**src/rtl/stage3.sv**
```systemverilog
// stage3: RV32I execute stage; ALU, branch resolve and EX/MEM pipeline registers.
// Define STAGE3_MUL_EN to build the iterative shift-add multiplier and its stall.
module stage3 (
  input  logic        clk,
  input  logic        rst_n,
  input  logic        idexValid,
  input  logic [31:0] idexPc,
  input  logic [31:0] idexData1,
  input  logic [31:0] idexData2,
  input  logic [4:0]  idexRd,
  input  logic [6:0]  idexFunc7,
  input  logic [2:0]  idexFunc3,
  input  logic [63:0] idexExpandInst,
  input  logic [2:0]  idexExCtrl,
  input  logic [2:0]  idexMemCtrl,
  input  logic [1:0]  idexWbCtrl,
  output logic        exStall,
  output logic        exmemValid,
  output logic [31:0] exmemAluResult,
  output logic [31:0] exmemData2,
  output logic [4:0]  exmemRd,
  output logic [31:0] exmemBranchTarget,
  output logic        exmemBranchTaken,
  output logic [2:0]  exmemMemCtrl,
  output logic [1:0]  exmemWbCtrl
);
  // state | meaning
  // IDLE  | single-cycle execute; a MUL in ID/EX loads the multiplier
  // BUSY  | one shift-add iteration per edge, upstream held until the last

  logic [1:0]  alu_op;
  logic [31:0] imm, op_a, op_b, alu_res, sra_res, target;
  logic        taken_dec;
  logic        stall, mul_bubble, mul_done;
  logic [31:0] mul_res;
  logic        nxt_valid, nxt_taken;
  logic [31:0] nxt_res;
  logic [2:0]  nxt_mem;
  logic [1:0]  nxt_wb;
  logic        unused_bits;

  assign alu_op  = idexExCtrl[2:1];
  assign imm     = idexExpandInst[31:0];
  assign op_a    = idexData1;
  assign op_b    = idexExCtrl[0] ? imm : idexData2;
  assign target  = idexPc + imm;
  assign sra_res = $signed(op_a) >>> op_b[4:0];
  assign unused_bits = ^{idexExpandInst[63:32], idexFunc7};

  always_comb begin
    alu_res   = op_a + op_b;
    taken_dec = 1'b0;
    case (alu_op)
      2'b01: begin
        alu_res = op_a - op_b;
        case (idexFunc3)
          3'b000:  taken_dec = (op_a == op_b);
          3'b001:  taken_dec = (op_a != op_b);
          3'b100:  taken_dec = ($signed(op_a) < $signed(op_b));
          3'b101:  taken_dec = ($signed(op_a) >= $signed(op_b));
          3'b110:  taken_dec = (op_a < op_b);
          3'b111:  taken_dec = (op_a >= op_b);
          default: taken_dec = 1'b0;
        endcase
      end
      2'b10, 2'b11: begin
        case (idexFunc3)
          // immediate forms never subtract; bit 5 of funct7 is immediate data there
          3'b000:  alu_res = (alu_op == 2'b10 && idexFunc7[5]) ? op_a - op_b : op_a + op_b;
          3'b001:  alu_res = op_a << op_b[4:0];
          3'b010:  alu_res = {31'b0, $signed(op_a) < $signed(op_b)};
          3'b011:  alu_res = {31'b0, op_a < op_b};
          3'b100:  alu_res = op_a ^ op_b;
          3'b101:  alu_res = idexFunc7[5] ? sra_res : op_a >> op_b[4:0];
          3'b110:  alu_res = op_a | op_b;
          default: alu_res = op_a & op_b;
        endcase
      end
      default: ;
    endcase
  end

`ifdef STAGE3_MUL_EN
  typedef enum logic {IDLE, BUSY} state_t;
  state_t      state, state_nxt;
  logic [31:0] mcand, mplier, acc, acc_step;
  logic [4:0]  count;
  logic        is_mul, last_iter;

  assign is_mul    = idexValid & (alu_op == 2'b10) & (idexFunc7 == 7'b0000001) & (idexFunc3 == 3'b000);
  assign last_iter = (count == 5'd31);
  assign acc_step  = mplier[0] ? acc + mcand : acc;
  assign mul_res   = acc_step;

  always_ff @(posedge clk) begin
    if (!rst_n) state <= IDLE;
    else        state <= state_nxt;
  end

  always_ff @(posedge clk) begin
    if (!rst_n) begin
      mcand  <= '0;
      mplier <= '0;
      acc    <= '0;
      count  <= '0;
    end else if (state == IDLE) begin
      if (is_mul) begin
        mcand  <= op_a;
        mplier <= op_b;
        acc    <= '0;
        count  <= '0;
      end
    end else begin
      acc    <= acc_step;
      mcand  <= mcand << 1;
      mplier <= mplier >> 1;
      count  <= count + 5'd1;
    end
  end

  always_comb begin
    state_nxt  = state;
    stall      = 1'b0;
    mul_bubble = 1'b0;
    mul_done   = 1'b0;
    case (state)
      IDLE: begin
        if (is_mul) begin
          state_nxt  = BUSY;
          stall      = 1'b1;
          mul_bubble = 1'b1;
        end
      end
      BUSY: begin
        if (last_iter) begin
          state_nxt = IDLE;
          mul_done  = 1'b1;
        end else begin
          stall      = 1'b1;
          mul_bubble = 1'b1;
        end
      end
      default: state_nxt = IDLE;
    endcase
  end
`else
  assign stall      = 1'b0;
  assign mul_bubble = 1'b0;
  assign mul_done   = 1'b0;
  assign mul_res    = '0;
`endif

  assign exStall = stall & rst_n;

  // rd and control of a finishing MUL come straight from ID/EX, held by the stall
  always_comb begin
    nxt_valid = idexValid;
    nxt_res   = alu_res;
    nxt_taken = idexValid & idexMemCtrl[2] & taken_dec;
    nxt_mem   = idexValid ? idexMemCtrl : 3'b000;
    nxt_wb    = idexValid ? idexWbCtrl : 2'b00;
    if (mul_bubble) begin
      nxt_valid = 1'b0;
      nxt_taken = 1'b0;
      nxt_mem   = 3'b000;
      nxt_wb    = 2'b00;
    end else if (mul_done) begin
      nxt_valid = 1'b1;
      nxt_res   = mul_res;
      nxt_taken = 1'b0;
    end
  end

  always_ff @(posedge clk) begin
    if (!rst_n) begin
      exmemValid        <= 1'b0;
      exmemAluResult    <= '0;
      exmemData2        <= '0;
      exmemRd           <= '0;
      exmemBranchTarget <= '0;
      exmemBranchTaken  <= 1'b0;
      exmemMemCtrl      <= '0;
      exmemWbCtrl       <= '0;
    end else begin
      exmemValid        <= nxt_valid;
      exmemAluResult    <= nxt_res;
      exmemData2        <= idexData2;
      exmemRd           <= idexRd;
      exmemBranchTarget <= target;
      exmemBranchTaken  <= nxt_taken;
      exmemMemCtrl      <= nxt_mem;
      exmemWbCtrl       <= nxt_wb;
    end
  end
endmodule
```
**config.mk**
```make
export PLATFORM = sky130hd
export DESIGN_NAME = stage3
export DESIGN_NICKNAME = d
export VERILOG_FILES = /design/src/rtl/stage3.sv
export SDC_FILE = /design/constraint.sdc
export NUM_CORES = 1
export LEC_CHECK = 0
export CAP_MARGIN = 20
export CORE_MARGIN = 3
export CORE_UTILIZATION = 26
export CTS_BUF_LIST = sky130_fd_sc_hd__clkbuf_16
export DETAILED_ROUTE_END_ITERATION = 7
export GPL_TIMING_DRIVEN = 0
export HOLD_SLACK_MARGIN = 0.15
export PLACE_DENSITY = 0.57
export SLEW_MARGIN = 20
export SYNTH_ARGS = -nofsm -noshare
export SYNTH_HDL_FRONTEND = slang
export SYNTH_SLANG_ARGS = --single-unit
```
**constraint.sdc**
```tcl
create_clock -name clk -period 6.6 [get_ports clk]
set_clock_uncertainty 0.2 [all_clocks]
set_input_delay 1.65 -clock clk [delete_from_list [all_inputs] [get_ports clk]]
set_output_delay 1.65 -clock clk [all_outputs]
set_load 0.01 [all_outputs]
```
; Word level (Yosys, flattened, before mapping)
; Cells that the tools add are included.
[totals]
in_bits = 186
out_inout_bits = 109
elab_cells = 46
register_bits = 108
[classes]
n_shift = 3
magnitude_cmp = 4
mux = 7
bitwise = 5
n_reduce_logical = 4
eq_ne = 12
addsub = 3
[op_table]
columns = operator, count
row1 = 32-bit one-hot mux with 7 select lines, 1
row2 = 32-bit two-way mux, 3
row3 = 32-bit adder, 2
row4 = 32-bit >= comparator, 2
row5 = 32-bit < comparator, 2
row6 = 32-bit one-hot mux with 2 select lines, 1
row7 = 32-bit AND, 1
row8 = 32-bit == test, 1
row9 = 32-bit inequality test, 1
row10 = 32-bit bitwise OR, 1
row11 = 32-bit by 5-bit left shift with 32-bit output, 1
row12 = 32-bit by 5-bit >> shifter with 32-bit output, 1
row13 = 32-bit by 5-bit >>> shifter with 32-bit output, 1
row14 = 32-bit subtractor, 1
row15 = 32-bit bitwise XOR, 1
row16 = "3-bit == test, second input constant", 4
row17 = "3-bit by 2-bit == test with 1-bit output, second input constant", 2
row18 = 1-bit one-hot mux with 6 select lines, 1
row19 = "2-bit == test, second input constant", 2
row20 = "3-bit by 1-bit == test with 1-bit output, second input constant", 1
row21 = 3-bit logical NOT, 1
row22 = 1-bit AND, 2
row23 = "2-bit by 1-bit == test with 1-bit output, second input constant", 1
row24 = 2-bit AND reduction, 1
row25 = 3 further kinds, 3

; Depth between registers and ports, before layout
[logic_depth]
word_depth = 5
depth_mapped = 20

; Least setup slack after synthesis
; No wires, ideal clock.
[synth_timing]
kind = input port to flip-flop
start = in idexExCtrl[0]
end = reg exmemAluResult[30]
required_time_ps = 6280
setup_time_ps = 120
t_arrival_ps = 5411
path_stages = 20
setup_slack_ps = 869
path_cell_list = buf_6 > mux2i_4 > inv_2 > buf_4 > buf_2 > buf_1 > ha_1 > inv_1 > fa_1 > nor2b_1 > o311ai_1 > nand2_1 > a221o_1 > a21oi_2 > o31a_2 > o31a_1 > nor3_1 > a21oi_1 > xnor2_1 > a211o_1
[synth_between]
elab_chain_cells = 5
elab_cells_between_ends = 13
cone_classes = add/sub (2) / shift (3) / mux (5) / bitwise (3)
[synth_rtl]
columns = item, line
row1 = from (decl), 14  ; input logic [2:0] idexExCtrl,
row2 = 32-bit two-way mux (*), 45  ; assign op_b = idexExCtrl[0] ? imm : idexData2;
row3 = "32-bit adder, or another cell as far along", "51, 69"
row4 = "32-bit two-way mux, on equally long branches", "69, 74"
row5 = 32-bit one-hot mux with 7 select lines, 67  ; case (idexFunc3)
row6 = 32-bit one-hot mux with 2 select lines (*), 53  ; case (alu_op)
row7 = to (signal assigned), 186  ; exmemAluResult <= nxt_res;
row8 = to (decl), 19  ; output logic [31:0] exmemAluResult,
; Mark *: on every way between the ends. The rest lies on a longest branch, timed or not.
; A chain may end at the register's enable or synchronous reset.

; Worst setup path after layout
[layout_timing]
start = in idexData2[2]
end = reg exmemAluResult[31]
[layout_between]
elab_chain_cells = 5
elab_cells_between_ends = 10
cone_classes = add/sub (2) / shift (3) / mux (5)
[layout_rtl]
columns = item, line
row1 = from (decl), 9  ; input logic [31:0] idexData2,
row2 = 32-bit two-way mux (*), 45
row3 = "32-bit adder, or another cell as far along", "51, 69"
row4 = "32-bit two-way mux, on equally long branches", "69, 74"
row5 = 32-bit one-hot mux with 7 select lines, 67
row6 = 32-bit one-hot mux with 2 select lines (*), 53
; Marked as above.

==> flow_summary.json <==
{
  "status": "finished clean",
  "leakage_nw": 7.50,
  "synthToLayoutAreaGrowth_pct": 27.5,
  "max_freq_mhz": 153,
  "max-slew-margin-rel": 0.247,
  "finalCriticalPeriod_ps": 6530,
  "rsz0062_at_grt": "no",
  "antennaDiodeCount": 0,
  "synth_warnings": 0,
  "hp-start": "idexRd[3]",
  "post_drt_wl_per_cell_um": 28.0,
  "initial_utilization": 0.264,
  "hold_buffers": 0,
  "synth.net_count": 2329,
  "cts.sinks": 108,
  "vdd_drop_max_mv": 0.109,
  "ys_types": 89,
  "antenna_found_initial": 4,
  "gp_congestion": 1.07,
  "rows": 85,
  "grt_max_degree": 21,
  "synth_common_cells": "nor2_1, a21oi_1, nand2_1",
  "final_net_count": 2599,
  "async_flop_share": 0,
  "multi_input_area_um2": 11300,
  "cellPowerDensity_nw_per_um2": 174,
  "cap_viol_max_count": 0,
  "netlist_area_um2": 14300,
  "synthCells": 2001,
  "die_w_um": 241,
  "core_um2": 54200,
  "cp_data_arrival_time_ps": 6520,
  "drive_gt1_frac": 0.0668,
  "dp_slack_ps": -1400,
  "h-tree-depth": 3,
  "drc": 0,
  "drtIter0Drc": 2031,
  "ys_seq_area_frac": 0.151,
  "min_to": "exmemRd[3]",
  "ys_seq_elements": 108,
  "finalCoreUtilization": 0.337,
  "hold_violations": 0,
  "worstPathMaxFanout": 10,
  "hold_depth": 2,
  "tightest_slew_ps": 1130,
  "synthFlopType": "dfxtp_1",
  "grt_pass1_wl_um": 117000,
  "synth_area_leaders": "dfxtp_1, ha_1, a21oi_1",
  "root_buffer": "clkbuf_16",
  "firstDrtPassIters": 6,
  "clk_pin_slew_ps": 80,
  "post-dp-hpwl_um": 67800,
  "cts-buffers-inserted": 9,
  "drt-total-wl_um": 83100,
  "grt-ovfl-total": 0,
  "die_area_um2": 58000,
  "io_pins": 295,
  "setup_violations": 0,
  "cts.path.max_buffers": 2,
  "final_max_slew_viol_count": 0,
  "synth_top_area_frac": 0.151,
  "required_ps": 6590,
  "grt_usage": 0.275,
  "hold-worst-slack_ps": 1650,
  "syn_area_per_cell_um2": 7.17,
  "grt_pass1_vias": 17013,
  "num_vias": 17642,
  "crit_path_start_kind": "primary input",
  "crit_type": "in2reg",
  "setup_ws_ps": 69.2,
  "cts_tree": "built",
  "worst_setup_path_end_kind": "register",
  "synth.largest_area_cell": "dfxtp_1",
  "synth_edf_count": 0,
  "fillers": 5828,
  "min_period_over_period": 0.990,
  "post-synth-top-count-cell": "nor2_1",
  "hold_class": "in2reg",
  "io_buffers": 252,
  "drtAntennaViolNets": 0,
  "dieHeight_um": 241,
  "regArea_um2": 2160,
  "vias_per_cell": 5.94,
  "fin_tns_setup_ps": 0
}
## critical path: stages
cell and delay, ps:
clkdlybuf4s50_1 460, mux2i_4 190, buf_12 150, buf_4 200, inv_4 110, buf_2 220, buf_4 230, buf_4 210
buf_2 220, ha_2 260, o211ai_1 220, o21ai_2 150, o21ai_4 250, a31oi_4 170, a211o_1 410, a311oi_4 430
o31ai_2 120, a21oi_2 240, nor4_2 70, a2111oi_2 300, o221ai_1 220
## state kept, by name, indices dropped and copies added (netlist names)
| register | cells |
|---|---|
| exmemAluResult | 32 |
| exmemBranchTaken | 1 |
| exmemBranchTarget | 32 |
| exmemData2 | 32 |
| exmemMemCtrl | 3 |
| exmemRd | 5 |
| exmemValid | 1 |
| exmemWbCtrl | 2 |
## final cells by class
| cell class | count | share of cell area |
|---|---|---|
| Multi-Input combinational cell | 1644 | 0.616 |
| Timing Repair Buffer | 262 | 0.144 |
| Sequential cell | 108 | 0.118 |
| Tap cell | 696 | 0.0476 |
| Buffer | 137 | 0.0353 |
| Inverter | 109 | 0.0225 |
| Clock buffer | 9 | 0.0123 |
| Clock inverter | 7 | 0.00451 |
## worst max path at each step
stage                                 start            endpoint  slack, ps  cells past startpoint
final                          idexData2[2]  exmemAluResult[31]         70                     21
after global routing      idexExpandInst[1]  exmemAluResult[25]         20                     16
after CTS                      idexData2[2]  exmemAluResult[21]         70                     19
after detailed placement      idexExCtrl[0]  exmemAluResult[31]      -1400                     16
after global placement        idexExCtrl[0]  exmemAluResult[31]      -1810                     16
after floorplan               idexExCtrl[0]  exmemAluResult[30]        870                     20
## per-layer routing
| layer | part of all wire | GRT usage | wire length [um] | vias to the layer above |
|---|---|---|---|---|
| met3 | 0.10 | 0.0557 | 8580 | 209 |
| met5 | 0.00030 | 0 | 25 | - |
| met1 | 0.41 | 0.355 | 33800 | 8449 |
| li1 | - | - | - | 7780 |
| met2 | 0.44 | 0.442 | 36600 | 1200 |
| met4 | 0.049 | 0.127 | 4100 | 4 |
## per-stage QoR
stage	instances	total power, mW	area [um2]
finish	2972	3.19	18300
global route	2972	3.33	18300
CTS	2972	3.14	18200
detailed placement	2951	2.53	17800
global placement	2949	2.52	17700
floorplan	2001	1.78	14300
## cell families after synthesis
family | after synthesis | share of synthesized area
AOI/OAI and AO/OA | 706 | 0.314
DFF | 108 | 0.151
buffers and inverters | 249 | 0.0729
muxes | 124 | 0.105
xor gates and xnor gates | 73 | 0.0446
other | 1 | 0.000261
and+or+nand+nor | 598 | 0.187
adders and majority gates | 142 | 0.125
## placed cells by master, fill, tap and decap left out, types with 16 or more instances in the layout
| cell | n |
|---|---|
| clkdlybuf4s50_1 | 252 |
| nor2_1 | 236 |
| a21oi_1 | 215 |
| nand2_1 | 165 |
| o21ai_0 | 144 |
| ha_1 | 138 |
| dfxtp_1 | 108 |
| inv_1 | 102 |
| mux2i_1 | 99 |
| clkbuf_1 | 65 |
| xnor2_1 | 64 |
| and2_1 | 45 |
| a211oi_1 | 40 |
| a21o_1 | 40 |
| buf_2 | 37 |
| nor3_1 | 36 |
| a31oi_1 | 36 |
| nand3_1 | 32 |
| o211ai_1 | 29 |
| and3_1 | 19 |
| o221ai_1 | 19 |
| o22ai_1 | 18 |
| mux4_2 | 18 |
| buf_4 | 16 |
## power breakdown
group          internal [mW]  total [mW]  switching, mW  leakage (nW)
Sequential             0.717       0.735         0.0178         0.899
Clock                  0.302       0.585          0.283         0.151
Combinational          0.702        1.87           1.16          6.45
Total                   1.72        3.19           1.46          7.50
## what timing repair did
action | in CTS | in global routing
setup buffers | 6 | 2
pin swaps | 0 | 1
gates resized for setup | 20 | 15
endpoints found under the hold margin | 0 | 0
setup endpoints to repair | 21 | 10
No activity file was read; power rests on OpenSTA's default activity.
==> RTL edit 1, RTL diff (config.mk and constraints unchanged) <==
The option `STAGE3_MUL_EN` is turned on by a define.
--- a/src/rtl/stage3.sv
+++ b/src/rtl/stage3.sv
@@ -1,5 +1,7 @@
 // stage3: RV32I execute stage; ALU, branch resolve and EX/MEM pipeline registers.
 // Define STAGE3_MUL_EN to build the iterative shift-add multiplier and its stall.
+`define STAGE3_MUL_EN
+
 module stage3 (
   input  logic        clk,
   input  logic        rst_n,
Check against the original RTL: not equivalent (a bounded check fails within 4 cycles, from zero or initial values and one cycle with rst_n low).
==> RTL edit 1 against the unedited design <==
- highest routed layer unchanged
- sequential share of layout area is 4.8 points higher
- largest power group unchanged
- power is 48% higher
- synthesized area is 41% higher
- sequential cell count is 102 higher
- wire length is 36% higher
- setup slack worse by 39 ps
- design area is 38% higher
==> RTL edit 1: results (changes against the unedited design) <==
GLOBAL ROUTING
------------------------------------------------------------------------------------------------------
Global-route wire length before repair ..................................................    157700 um   +35%
Number of global-route vias before repair ...............................................        21468   +26%
Initial antenna violation count .........................................................            9   +5
Total global-route track usage ..........................................................       26.43%   -1.1 points

SETUP PATH
------------------------------------------------------------------------------------------------------
Crit path DAT ...........................................................................      6870 ps   +350 ps
Critical path's slowest cell ............................................................ sky130_fd_sc_hd__mux2i_2
Largest fanout on the critical path .....................................................           11   +1
Largest stage delay on the critical path ................................................       660 ps   +200 ps

FINAL LAYOUT
------------------------------------------------------------------------------------------------------
Number of nets at the end of the flow ...................................................         3371   +30%
Fraction of layout cells with a size suffix above 1 .....................................       6.155%   -0.52 points
Number of inverters outside the clock class in the layout ...............................          128   +17%
Fillers .................................................................................         8279   +42%
Number of ordinary and repair buffers in the finished layout ............................          448   +12%
Multi-In Gates ..........................................................................         2190   +33%
Register fraction of the total cell area ................................................       16.61%   +4.8 points
Number of clock buffers in the layout ...................................................           27   +18

CLOCKING
------------------------------------------------------------------------------------------------------
Clock transition at the register clock pins on the worst setup and hold paths after CTS .        60 ps   -20 ps
Setup repair bufs after CTS .............................................................            2   -4
H-tree depth ............................................................................            1   -2
Number of buffers on the longest clock path .............................................            3   +1
Number of cells upsized or downsized after cts ..........................................           38   +90%
Number of clock sinks ...................................................................          210   +94%

PLACEMENT
------------------------------------------------------------------------------------------------------
Post-detailed-placement cell area .......................................................    24100 um2   +36%
DP Wirelength ...........................................................................     90370 um   +33%

DETAILED ROUTING
------------------------------------------------------------------------------------------------------
Routed WL ...............................................................................    113400 um   +36%
Initial drt markers .....................................................................         2339   +15%

YOSYS
------------------------------------------------------------------------------------------------------
Net Count, Synth ........................................................................         3073   +32%
Count of different cell masters after synthesis .........................................           85   -4.5%
Most instantiated cells after synthesis ................................................. sky130_fd_sc_hd__nor2_1, sky130_fd_sc_hd__a21oi_1, sky130_fd_sc_hd__dfxtp_1
Cell types occupying the most area after synthesis ...................................... sky130_fd_sc_hd__dfxtp_1, sky130_fd_sc_hd__ha_1, sky130_fd_sc_hd__mux2i_1
Cell area after synthesis ...............................................................    20230 um2   +41%
Sequential share of the synthesized area ................................................       20.78%   +5.7 points

POWER AND IR DROP
------------------------------------------------------------------------------------------------------
LEAKAGE .................................................................................     10.14 nW   +35%
Worst vdd ir ............................................................................     179.1 uV   +65%
Switching power share of the total ......................................................       39.23%   -6.7 points

MIN PATH
------------------------------------------------------------------------------------------------------
Class of the most critical hold timing path .............................................   reg -> reg

RUN STATUS
------------------------------------------------------------------------------------------------------
Run status .............................................................................. finished, final reports clean

[RTL edit 1: path summary, 6_finish.rpt]
path | from | endpoint | slack (ps) | cells past startpoint
setup / recovery | idexExCtrl[0] | exmemAluResult[26]$_SDFF_PN0_ | 30 | 16
hold / removal | mplier[18]$_SDFFE_PN0P_ | mplier[17]$_SDFFE_PN0P_ | 280 | 2
setup reg to reg | mcand[1]$_SDFFE_PN0P_ | exmemAluResult[27]$_SDFF_PN0_ | 2450 | 10
hold reg to reg | mplier[18]$_SDFFE_PN0P_ | mplier[17]$_SDFFE_PN0P_ | 280 | 2
[RTL edit 1: power by group through the flow]
stage	sequential (W)	clock, W	combinational (W)
global route	0.00136	0.00149	0.00203
global placement	0.00138	0	0.00185
floorplan	0.00141	0	0.000988
detailed placement	0.00138	0	0.00183
finish	0.00135	0.00140	0.00194
CTS	0.00135	0.00144	0.00186
[RTL edit 1: per-layer routing]
layer / part of all wire (%) / up-vias / track usage [%]
met4: 6.3 / 8 / 13.68
met3: 9.7 / 272 / 5.683
met2: 43 / 1298 / 40.76
met1: 41 / 10967 / 34.59
met5: 0.052 / - / 0
li1: - / 10329 / -
[RTL edit 1: cells by family after synthesis]
kind of cell | synth area share (%)
AND/OR/NAND/NOR | 17.53
multiplexers | 11.44
flip-flops | 20.78
buffers and inverters | 6.284
XOR/XNOR | 4.676
AO/OA/AOI/OAI | 28.01
adder cells (fa/ha/maj) | 11.28
[RTL edit 1: stage by stage]
step / instances / utilization (%) / total power, W
after floorplan: 2707 / - / 0.002400
after global placement: 3994 / 31.51 / 0.003231
after detailed placement: 3995 / 31.53 / 0.003211
after CTS: 4040 / 32.81 / 0.004658
after global routing: 4052 / 33.09 / 0.004871
final: 4053 / 33.10 / 0.004699
==> RTL edit 2, RTL diff (same settings) <==
Without the edit above. `exmemAluResult`, `exmemData2`, `exmemRd` and `exmemBranchTarget` no longer have a reset.
--- a/src/rtl/stage3.sv
+++ b/src/rtl/stage3.sv
@@ -174,22 +174,21 @@
   always_ff @(posedge clk) begin
     if (!rst_n) begin
       exmemValid        <= 1'b0;
-      exmemAluResult    <= '0;
-      exmemData2        <= '0;
-      exmemRd           <= '0;
-      exmemBranchTarget <= '0;
       exmemBranchTaken  <= 1'b0;
       exmemMemCtrl      <= '0;
       exmemWbCtrl       <= '0;
     end else begin
       exmemValid        <= nxt_valid;
-      exmemAluResult    <= nxt_res;
-      exmemData2        <= idexData2;
-      exmemRd           <= idexRd;
-      exmemBranchTarget <= target;
       exmemBranchTaken  <= nxt_taken;
       exmemMemCtrl      <= nxt_mem;
       exmemWbCtrl       <= nxt_wb;
     end
   end
+
+  always_ff @(posedge clk) begin
+    exmemAluResult    <= nxt_res;
+    exmemData2        <= idexData2;
+    exmemRd           <= idexRd;
+    exmemBranchTarget <= target;
+  end
 endmodule
Formal check against the unedited RTL: not equivalent (Yosys sat finds a counterexample within 4 cycles, from zero or initial values and one cycle with rst_n low).
==> RTL edit 2 against the unedited design <==
- power increased by 4.1%
- die area decreased by 1.0%
- core utilization about the same
- design area decreased by 0.45%
- wire length decreased by 4.2%
- synthesized area decreased by 1.0%
- setup slack improved by 7.0 ps
- sequential cell count unchanged
- sequential power increased by 5.3%
- largest cell class unchanged
- largest power group unchanged
==> RTL edit 2: results (changes against the unedited design) <==
RUN STATUS
--------------------------------------------------------------------------------
Run status ........................................................ finished, final reports clean

YOSYS
--------------------------------------------------------------------------------
Most instantiated cells after synthesis ........................... sky130_fd_sc_hd__a21oi_1, sky130_fd_sc_hd__nor2_1, sky130_fd_sc_hd__nand2_1
Count of different cell masters after synthesis ...................           88   -1.1%
Cell types occupying the most area after synthesis ................ sky130_fd_sc_hd__dfxtp_1, sky130_fd_sc_hd__ha_1, sky130_fd_sc_hd__mux2i_1
Cells after synthesis .............................................         1914   -4.3%
Sequential share of the synthesized area ..........................       15.23%   +0.16 points
Net Count, Synth ..................................................         2242   -3.7%

GLOBAL ROUTING
--------------------------------------------------------------------------------
Global-route wire length before repair ............................    113100 um   -3.5%
Number of global-route vias before repair .........................        16339   -4.0%
Total global-route track usage ....................................       26.67%   -0.83 points

POWER AND IR DROP
--------------------------------------------------------------------------------
LEAKAGE ...........................................................     7.556 nW   +0.73%
Switching power share of the total ................................       44.53%   -1.4 points
Worst vdd ir ......................................................     133.7 uV   +23%

DETAILED ROUTING
--------------------------------------------------------------------------------
First drt pass iteration count ....................................            5   -1
Via count of the routed design ....................................        16960   -3.9%
Wire length per cell ..............................................     27.59 um   -1.3%

PLACEMENT
--------------------------------------------------------------------------------
Placed cell count .................................................         2864   -2.9%
DP Wirelength .....................................................     64460 um   -4.9%
Post-detailed-placement cell area .................................    17620 um2   -0.77%
Final estimated routing congestion in global placement ............        1.087   +1.7%
Port Buf Inserts ..................................................          253   +0.40%

SETUP PATH
--------------------------------------------------------------------------------
Largest stage delay on the critical path ..........................       550 ps   +90 ps
Largest fanout on the critical path ...............................           11   +1
Crit path DAT .....................................................      6590 ps   +70 ps
Kind of cell with the highest combined delay on the critical path . buffers and inverters

FINAL LAYOUT
--------------------------------------------------------------------------------
Fillers ...........................................................         5742   -1.5%
Fraction of layout cells with a size suffix above 1 ...............       6.310%   -0.37 points
Number of nets at the end of the flow .............................         2510   -3.4%
Final cell count without fillers ..................................         2883   -3.0%

TIMING
--------------------------------------------------------------------------------
Worst relative slew slack .........................................       27.75%   +3.0 points

==> RTL edit 2: cell count changes in the layout (fill, tap and decap cells not counted), moves of 20 or more <==
cell / delta
sky130_fd_sc_hd__mux2i_1: +20
sky130_fd_sc_hd__o21ai_0: -23
sky130_fd_sc_hd__and2_1: -35
sky130_fd_sc_hd__a21oi_1: -30
sky130_fd_sc_hd__nor2_1: -58
sky130_fd_sc_hd__nand2b_1: +32
==> RTL edit 2: power by group through the flow <==
stage	Sequential (W)	Combinational, W	Clock (W)
3_5_place_dp	0.000790	0.00184	0
5_1_grt	0.000784	0.00204	0.000662
3_3_place_gp	0.000789	0.00183	0
4_1_cts	0.000775	0.00187	0.000640
2_1_floorplan	0.000840	0.000995	0
6_report	0.000774	0.00193	0.000610
==> RTL edit 2: layer usage <==
metal  global-route usage [%]  routed length [um]  vias to the layer above
li1                         -                   -                     7535
met1                    34.47               32540                     8131
met2                    42.68               35120                     1080
met3                    4.767                7068                      212
met4                    13.30                4804                        2
met5                        0                  13                        -
==> RTL edit 2: layout make-up <==
class / count / share of cell area, %
multi-input combinational: 1565 / 61.68
timing repair buffer: 263 / 14.45
sequential: 108 / 11.87
tap: 696 / 4.782
buffer: 120 / 3.092
inverter: 115 / 2.384
clock buffer: 9 / 1.237
clock inverter: 7 / 0.5015
==> RTL edit 2: through the flow <==
step	worst slack, ps	utilization (%)	hold slack (ps)
3_5_place_dp	-1606	32.69	1902
6_report	76.21	33.78	1504
3_3_place_gp	-1826	32.64	1899
2_1_floorplan	996.4	-	1478
5_1_grt	-11.61	33.78	1485
4_1_cts	1.161	33.63	1479
==> RTL edit 2: cell families (layout without fill, tap and decap cells) <==
kind of cell	count (synthesis)	in the layout	share of synthesized area, %
AOI/OAI and AO/OA	651	651	30.14
xor gates and xnor gates	79	79	4.874
adders and majority gates	142	142	12.67
buffers and inverters	241	514	6.883
DFF	108	108	15.23
muxes	153	153	12.87
other	1	1	0.02642
and+or+nand+nor	539	539	17.30
==> RTL edit 2: what timing repair did <==
action / 4_1_cts / 5_1_grt
setup endpoints to repair: 24 / 15
buffers inserted: 8 / 1
resized for setup: 34 / 22
pin swaps: 0 / 2
hold endpoints to repair: 0 / 0
==> RTL edit 2: path summary, 6_finish.rpt <==
| path | cells after the start | endpoint | slack, ps | from |
|---|---|---|---|---|
| setup / recovery | 18 | exmemAluResult[29]$_DFF_P_ | 80 | idexExCtrl[0] |
| hold / removal | 1 | exmemRd[2]$_DFF_P_ | 1500 | idexRd[2] |
